## config.mk

```make
export PLATFORM = sky130hd
export DESIGN_NAME = rtc_bk_sequencer
export DESIGN_NICKNAME = d
export VERILOG_FILES = /design/src/rtl/rtc_bk_sequencer_pkg.sv /design/src/rtl/rtc_bk_sequencer_watchdog.sv /design/src/rtl/rtc_bk_sequencer.sv
export SDC_FILE = /design/constraint.sdc
export NUM_CORES = 1
export LEC_CHECK = 0
export ABC_AREA = 1
export BUFFER_PORTS_ARGS = -buffer_cell sky130_fd_sc_hd__buf_2
export CAP_MARGIN = 20
export CORE_MARGIN = 8
export CORE_UTILIZATION = 40
export DETAILED_ROUTE_END_ITERATION = 16
export SYNTH_ARGS = -nofsm -noshare
export SYNTH_HDL_FRONTEND = slang
export SYNTH_SLANG_ARGS = --single-unit
```

## constraint.sdc

```tcl
create_clock -name clk_sys -period 2.45 [get_ports clk_sys]
set_clock_uncertainty 0.1 [all_clocks]
set_input_delay 0.1225 -clock clk_sys [delete_from_list [all_inputs] [get_ports clk_sys]]
set_output_delay 0.1225 -clock clk_sys [all_outputs]
set_load 0.005 [all_outputs]
```

## src/rtl/rtc_bk_sequencer_pkg.sv

```systemverilog
// gb_rtc_bk_pkg: shared types and word layout for the RTC backup sequencer.
// RTC_BK_CHECKSUM_EN adds a fifth XOR checksum word to each transfer.
package gb_rtc_bk_pkg;

    typedef enum logic [2:0] {
        ST_IDLE,
        ST_SAVE_SEND,
        ST_LOAD_RECV,
        ST_LOAD_COMMIT,
        ST_FINISH
    } state_t;

`ifdef RTC_BK_CHECKSUM_EN
    localparam int RTC_BK_WORDS = 5;
`else
    localparam int RTC_BK_WORDS = 4;
`endif

    localparam logic [2:0] RTC_BK_COMMIT_IDX = 3'd4;
    localparam logic [2:0] IDX_TS_LO = 3'd0;
    localparam logic [2:0] IDX_TS_HI = 3'd1;
    localparam logic [2:0] IDX_ST_LO = 3'd2;
    localparam logic [2:0] IDX_ST_HI = 3'd3;
    localparam logic [2:0] IDX_CSUM  = 3'd4;

    // Snapshot is packed {savedtime, timestamp} so words 0..3 are consecutive 16-bit slices.
    function automatic logic [15:0] rtc_bk_word(input logic [63:0] snap, input logic [2:0] idx);
        return (idx == IDX_CSUM) ? snap[15:0] ^ snap[31:16] ^ snap[47:32] ^ snap[63:48]
                                 : snap[{idx[1:0], 4'b0000} +: 16];
    endfunction

endpackage

```

## src/rtl/rtc_bk_sequencer_watchdog.sv

```systemverilog
// rtc_bk_watchdog: stall counter; expire pulses on the cycle whose edge brings the count to TIMEOUT_CYCLES-1.
module rtc_bk_watchdog #(
    parameter int TIMEOUT_CYCLES = 65536
) (
    input  logic clk_sys,
    input  logic reset_n,
    input  logic en,
    input  logic clr,
    output logic expire
);
    localparam int W = $clog2(TIMEOUT_CYCLES);

    logic [W-1:0] r_cnt;

    always_ff @(posedge clk_sys or negedge reset_n) begin
        if (!reset_n) r_cnt <= '0;
        else          r_cnt <= (en && !clr) ? r_cnt + 1'b1 : '0;
    end

    assign expire = en && !clr && (r_cnt == W'(TIMEOUT_CYCLES - 2));

endmodule

```

## src/rtl/rtc_bk_sequencer.sv

```systemverilog
// rtc_bk_sequencer: moves MBC3 RTC state between the mapper bk_rtc_* port and the HPS save stream.
// Define RTC_BK_CHECKSUM_EN to append/verify an XOR checksum word; otherwise 4 words each way.
module rtc_bk_sequencer
    import gb_rtc_bk_pkg::*;
#(
    parameter logic [16:0] BK_BASE        = 17'd0,
    parameter int          TIMEOUT_CYCLES = 65536
) (
    input  logic        clk_sys,
    input  logic        reset_n,
    input  logic        save_req,
    input  logic        load_req,
    output logic        busy,
    output logic        done,
    output logic        err,
    input  logic        RTC_inuse,
    input  logic [31:0] RTC_timestampOut,
    input  logic [31:0] RTC_savedtimeOut,
    output logic [15:0] dout,
    output logic        dout_valid,
    input  logic        dout_ready,
    input  logic [15:0] din,
    input  logic        din_valid,
    output logic        din_ready,
    output logic        bk_rtc_wr,
    output logic [16:0] bk_addr,
    output logic [15:0] bk_data
);
    localparam logic [2:0] LAST_IDX = 3'(RTC_BK_WORDS - 1);

    state_t      r_state, w_next;
    logic [63:0] r_snap;
    logic [2:0]  r_idx;
    logic        r_err;
    logic        r_bk_wr;
    logic [16:0] r_bk_addr;
    logic [15:0] r_bk_data;
    logic        w_save_hs, w_load_hs, w_hs, w_last, w_expire, w_csum_ok, w_wd_en, w_req;

    assign w_save_hs = (r_state == ST_SAVE_SEND) && dout_ready;
    assign w_load_hs = (r_state == ST_LOAD_RECV) && din_valid;
    assign w_hs      = w_save_hs || w_load_hs;
    assign w_last    = (r_idx == LAST_IDX);
    assign w_wd_en   = (r_state == ST_SAVE_SEND) || (r_state == ST_LOAD_RECV);
    assign w_req     = (r_state == ST_IDLE) && (save_req || load_req);

`ifdef RTC_BK_CHECKSUM_EN
    logic [15:0] r_xor;
    always_ff @(posedge clk_sys or negedge reset_n) begin
        if (!reset_n)                  r_xor <= '0;
        else if (r_state == ST_IDLE)   r_xor <= '0;
        else if (w_load_hs)            r_xor <= r_xor ^ din;
    end
    assign w_csum_ok = (r_idx != IDX_CSUM) || (din == r_xor);
`else
    assign w_csum_ok = 1'b1;
`endif

    rtc_bk_watchdog #(.TIMEOUT_CYCLES(TIMEOUT_CYCLES)) u_wdog (
        .clk_sys (clk_sys),
        .reset_n (reset_n),
        .en      (w_wd_en),
        .clr     (w_hs),
        .expire  (w_expire)
    );

    always_comb begin
        w_next = r_state;
        case (r_state)
            ST_IDLE:        w_next = load_req ? ST_LOAD_RECV
                                   : save_req ? (RTC_inuse ? ST_SAVE_SEND : ST_FINISH) : ST_IDLE;
            ST_SAVE_SEND:   w_next = ((w_save_hs && w_last) || w_expire) ? ST_FINISH : ST_SAVE_SEND;
            ST_LOAD_RECV:   w_next = (w_load_hs && w_last) ? (w_csum_ok ? ST_LOAD_COMMIT : ST_FINISH)
                                   : w_expire ? ST_FINISH : ST_LOAD_RECV;
            ST_LOAD_COMMIT: w_next = ST_FINISH;
            default:        w_next = ST_IDLE;
        endcase
    end

    always_ff @(posedge clk_sys or negedge reset_n) begin
        if (!reset_n) begin
            r_state   <= ST_IDLE;
            r_snap    <= '0;
            r_idx     <= '0;
            r_err     <= 1'b0;
            r_bk_wr   <= 1'b0;
            r_bk_addr <= '0;
            r_bk_data <= '0;
        end else begin
            r_state <= w_next;
            r_bk_wr <= 1'b0;
            if (r_state == ST_IDLE) r_idx <= '0;
            else if (w_hs)          r_idx <= r_idx + 3'd1;
            if (w_req) r_err <= 1'b0;
            else if (w_expire || (w_load_hs && w_last && !w_csum_ok)) r_err <= 1'b1;
            if ((r_state == ST_IDLE) && save_req && !load_req)
                r_snap <= {RTC_savedtimeOut, RTC_timestampOut};
            // The checksum word is only compared, never written to the mapper.
            if (w_load_hs && (r_idx != IDX_CSUM)) begin
                r_bk_wr   <= 1'b1;
                r_bk_addr <= BK_BASE + 17'(r_idx);
                r_bk_data <= din;
            end else if (r_state == ST_LOAD_COMMIT) begin
                r_bk_wr   <= 1'b1;
                r_bk_addr <= BK_BASE + 17'(RTC_BK_COMMIT_IDX);
                r_bk_data <= '0;
            end
        end
    end

    assign busy       = (r_state != ST_IDLE);
    assign done       = (r_state == ST_FINISH);
    assign err        = r_err;
    assign dout       = rtc_bk_word(r_snap, r_idx);
    assign dout_valid = (r_state == ST_SAVE_SEND);
    assign din_ready  = (r_state == ST_LOAD_RECV);
    assign bk_rtc_wr  = r_bk_wr;
    assign bk_addr    = r_bk_addr;
    assign bk_data    = r_bk_data;

endmodule

```

# After elaboration in Yosys (flattened, before gate mapping)
# Index checks and enable logic that the tools add are counted.
[word_totals] reg_bits=121 inputBits=87 out_inout_bits=55
[classes] n_addsub=2 n_eq_ne=8 n_shift=1 n_mux=19 n_bitwise=3 reduce_logical=21
[ops] operator="$mux 16" count=4
[ops] operator="$shiftx 64x7->16" count=1
[ops] operator="$xor 16x16->16" count=3
[ops] operator="$mux 17" count=2
[ops] operator="$mux 3" count=8
[ops] operator="$add 16x1->16 const B" count=1
[ops] operator="$eq 16x16->1 const B" count=1
[ops] operator="$pmux 3 s4" count=1
[ops] operator="$logic_and 1x1->1" count=10
[ops] operator="$eq 3x2->1 const B" count=3
[ops] operator="$eq 3x3->1 const B" count=2
[ops] operator="$reduce_bool 2->1" count=3
[ops] operator="$logic_or 1x1->1" count=4
[ops] operator="$mux 1" count=4
[ops] operator="$add 3x1->3 const B" count=1
[ops] operator="$eq 3x1->1 const B" count=1
[ops] operator="$logic_not 3->1" count=1
[ops] operator="$ne 3x3->1 const B" count=1
[ops] operator="$reduce_bool 3->1" count=1
[ops] operator="$logic_not 1->1" count=2

# Longest topological paths before layout
[logic_depth] ltp_word=9 depth_mapped=11 depth_no_buf=9

# Modules after synthesis
# From an unflattened synthesis, not the netlist that was laid out.
[hier_totals] hier_cells=815 area_unflattened_um2=6338.6
[modules_own_cells] mod="rtc_bk_sequencer" instances=1 cells_each=688 area_each_um2=5410.2
[modules_own_cells] mod="rtc_bk_watchdog" instances=1 cells_each=127 area_each_um2=928.4

# Worst setup path after synthesis
# Ideal clock, no wire load.
[synth_timing] path_kind="reg2reg" from="register r_idx[1]" to="register r_bk_data[10], in the netlist bk_data[10]" arrival_ns=1.915 path_slack_ns=0.318 path_stages_with_launch=12 n_path_buf=3 period_less_slack_ns=2.132 cell_sequence="dfrtp_1 > clkinv_1 > clkbuf_1 > ha_1 > nand2_1 > clkbuf_1 > nand2_1 > nand2_1 > inv_2 > buf_4 > nand2_1 > nand2_1"
[synth_via] elab_chain_cells=3
[synth_rtl] element="start, declared" line_no="rtc_bk_sequencer.sv:33" source="logic [2:0] r_idx;"
[synth_rtl] element="start signal, assigned" line_no="rtc_bk_sequencer.sv:93" source="else if (w_hs) r_idx <= r_idx + 3'd1;"
[synth_rtl] element="$ne 3x3->1 *" line_no="rtc_bk_sequencer.sv:99" source="if (w_load_hs && (r_idx != IDX_CSUM)) begin"
[synth_rtl] element="$logic_and 1x1->1 *" line_no="rtc_bk_sequencer.sv:99"
[synth_rtl] element="$mux 16 / $reduce_bool 2->1 (equally long branches)"
[synth_rtl] element="end signal, assigned" line_no="rtc_bk_sequencer.sv:102" source="r_bk_data <= din;"
[synth_rtl] element="end, declared" line_no="rtc_bk_sequencer.sv:37" source="logic [15:0] r_bk_data;"
# Mark *: on every way between the ends. The rest lies on a longest branch, timed or not.
# A chain may end at the register's enable or synchronous reset.

# Final worst setup path
[layout_timing] from="register r_idx[0]" to="output port dout[2]"
[layout_via] elab_chain_cells=2
[layout_rtl] element="$shiftx 64x7->16 / $eq 3x3->1 (equally long branches)" line_no="rtc_bk_sequencer_pkg.sv:29, rtc_bk_sequencer_pkg.sv:28"
[layout_rtl] element="$mux 16 *" line_no="rtc_bk_sequencer_pkg.sv:28" source="return (idx == IDX_CSUM) ? snap[15:0] ^ snap[31:16] ^ snap[47:32] ^ snap[63:48]"
[layout_rtl] element="end, declared" line_no="rtc_bk_sequencer.sv:19" source="output logic [15:0] dout,"
# Marks and branches as above.

==> results by group <==
Status
  • Outcome: complete, no violations

Pwr
  • Switching Share: 39.18%
  • PwrDens: 1092 nW/um^2
  • Proportion of power drawn by flip-flops and latches: 37.1%
  • Combinational share of power: 46.0%
  • Clk pwr share: 16.9%
  • Lkg Pwr: 3.484 nW
  • Internal power: 4.988 mW
  • Worst vdd ir: 0.6718 mV
  • Sw Pwr: 3.212 mW

Floorplan
  • Initial core utilization: 40.62%
  • Total I/O pin count: 142
  • Core Box Area: 13720 sq um
  • Full die area: 17970 sq um
  • Die width: 134.0 microns
  • Floorplan row count: 43
  • Die height: 134.0 microns

Clocking
  • Clk buf depth: 2
  • H-tree levels: 3
  • Clk sinks: 107
  • Clk pin slew, worst setup/hold paths: 0.07 ns
  • CTS root buf: clkbuf_16
  • Clock Latency Late Sink: 0.35 ns
  • TritonCTS clock tree: done
  • Setup bufs post-CTS: 0
  • TritonCTS Buffers: 9

Setup path
  • Startpoint Class: flop
  • CP Capture Type: output port
  • CP max stage delay: 0.37 ns
  • Slowest-stage cell, CP: dfrtp_2
  • Crit-path cells: inv_1 -> ha_1 -> nand2_1 -> clkinvlp_4 -> buf_4 -> o21ai_0 -> buf_2
  • Arr. time, crit path: 2.00 ns
  • CP Data Required Time: 2.23 ns
  • Setup CP Type: reg2out
  • CP max FO: 18

Final layout
  • FF/Latch Area: 2679 sq um
  • Finished Layout Cells: 1028
  • Share of cells above drive strength 1: 21.93%
  • Area Growth Syn to Fin: 34.69%
  • Multi-input logic area: 2486 sq um
  • Final #Nets: 935
  • Fin util: 54.71%
  • Ant diodes: 0
  • Filler cells: 1234
  • Layout Cell Area excl Fill: 7506 sq um

Route
  • Final wirelength: 14600 microns
  • Post-DRT Antenna Nets: 0
  • DR vias: 4881
  • Initial DRC count: 327
  • # DRC: 0
  • Vias per cell: 4.748
  • Avg WL per Cell: 14.20 microns
  • Pre-Repair DR Iteration Count: 4

STA
  • Worst slew pin tran: 0.7258 ns
  • Slew margin rel.: 51.61%
  • RSZ-0062 raised after global routing: false
  • Tcrit/Tclk final: 90.71%
  • Max frequency: 0.4500 GHz
  • Final setup violation count: 0
  • Min Clock Period, post-route: 2.222 ns
  • Max Slew Vio Count: 0
  • Worst hold slack: 0.05100 ns
  • TNS Setup: 0 ns
  • Final hold vios: 0

Logic synthesis
  • Syn_area_per_cell: 8.749 sq um
  • Area leader, netlist: dfrtp_1
  • Synth Instances: 637
  • Seq/Total Area, Yosys: 48.05%
  • Yosys cell types: 30
  • Synth area leaders: dfrtp_1, nand2_1, o21ai_0
  • Ys async rst share: 100.0%
  • Post-Syn Area: 5573 sq um
  • Post-synth EDFFs: 0
  • Top-count cell post-synth: nand2_1
  • Synth Flop Type: dfrtp_1
  • Yosys warns: 0
  • #FFs+latches synth: 107
  • List of most frequent post-synthesis cells: nand2_1, dfrtp_1, o21ai_0
  • Synth top area share: 48.05%

Run
  • Max-capacitance violation count: 0

Global route
  • First-pass GRT wire length: 24120 microns
  • Initial antenna violation count: 0
  • Number of global-route vias before repair: 4984
  • Total GRT Usage: 16.49%
  • Pin count of the biggest net entering global routing: 64
  • Global route overflow: 0

Min path
  • Min-Delay Path Class: in2reg

Place
  • Post-placement cell count: 929
  • Gpl congestion: 0.8844
  • Hpwl dp: 10300 microns
  • IO Port Bufs: 127
  • Placed Area: 6389 sq um
registers in the layout, summed over array words and instances (netlist names):
register / count
bk_data: 16
err: 1
r_state: 3
r_snap: 64
u_wdog.r_cnt: 16
r_idx: 3
bk_addr: 3
bk_rtc_wr: 1
per-layer routing:
metal  GRT usage (%)  routed length, microns  vias to the layer above  share of wire, %
li1                -                       -                     2449                 -
met1           19.56                    6210                     2298                43
met2           28.37                    7360                      113                50
met3           3.216                     697                       21               4.8
met4           7.424                     328                        0               2.2
met5               0                       0                        -                 0
critical path: cells and delay by family, from the launching register on:
family / cells / cell delay, ns
compound gates: 1 / 0.20
fa+ha+maj: 1 / 0.21
simple gates: 1 / 0.12
buf+inv: 4 / 0.75
flops: 1 / 0.37
power groups by stage:
stage	sequential (mW)	clock, mW	combinational, mW
final	3.04	1.39	3.77
after global placement	3.03	0	3.61
after floorplan	2.98	0	2.61
after global routing	3.14	1.49	4.27
after detailed placement	3.07	0	3.70
after CTS	3.04	1.44	3.82
kinds of logic after synthesis:
family	after synthesis	share of synthesized area, %
AO/OA/AOI/OAI	137	12.44
XOR/XNOR	52	8.172
adder cells (fa/ha/maj)	5	1.123
buffers and inverters	101	8.217
flip-flops	107	48.05
multiplexers	32	6.466
other	1	0.06729
AND/OR/NAND/NOR	202	15.47
worst paths after layout:
check	cells after the start	from	slack [ns]	to
setup / recovery	7	r_idx[0]	0.23	dout[2]
hold / removal	4	dout_ready	0.05	r_state[0]
setup reg to reg	5	r_state[0]	0.54	r_snap[62]
hold reg to reg	2	bk_data[9]	0.37	bk_data[9]
max in group asynchronous	3	reset_n	1.26	r_snap[1]
min in group asynchronous	2	reset_n	0.26	r_snap[10]
layout make-up:
class	count	share of cell area (%)
Clock buffer	9	3.000
Sequential cell	107	35.69
Tap cell	180	3.000
Inverter	60	3.051
Multi-Input combinational cell	442	33.12
Timing Repair Buffer	223	21.42
Clock inverter	7	0.7168
what timing repair did:
action | CTS | global route
endpoints found under the setup margin | 0 | 4
hold buffers | 83 | 0
hold endpoints to repair | 135 | 0
resized for setup | 0 | 2
through the flow:
stage	power [mW]	worst slack [ns]
after CTS	8.303	0.1255
after global routing	8.902	0.02493
final	8.200	0.2276
after global placement	6.644	0.5889
after detailed placement	6.775	0.5214
after floorplan	5.586	0.3178
cells in the final DEF (no fill, tap or decap):
cell type | netlist | routed
nor2_1 | 23 | 23
conb_1 | 1 | 14
o21ai_0 | 84 | 84
dlygate4sd3_1 | 0 | 83
nor3_1 | 7 | 7
buf_6 | 0 | 1
mux2_1 | 15 | 15
nand4_1 | 4 | 4
nand3_1 | 32 | 32
buf_4 | 20 | 10
xor2_1 | 20 | 20
nor2_2 | 1 | 1
inv_8 | 0 | 1
inv_1 | 53 | 52
buf_12 | 0 | 3
ha_1 | 5 | 5
a31oi_1 | 1 | 1
nor3b_2 | 1 | 1
o22ai_1 | 1 | 1
dfrtp_2 | 0 | 1
buf_2 | 3 | 126
o21a_1 | 2 | 2
clkinv_2 | 0 | 1
o21ai_1 | 7 | 7
inv_2 | 6 | 6
nand3_4 | 1 | 1
dfrtp_1 | 107 | 106
xnor2_1 | 32 | 32
a21oi_1 | 42 | 42
nand2_1 | 131 | 131
clkbuf_16 | 0 | 9
mux2_2 | 17 | 17
clkinv_1 | 1 | 1
clkinvlp_4 | 0 | 6
nor3_4 | 1 | 1
nor2_4 | 1 | 1
Note: power is estimated with default switching activity, not from simulation.
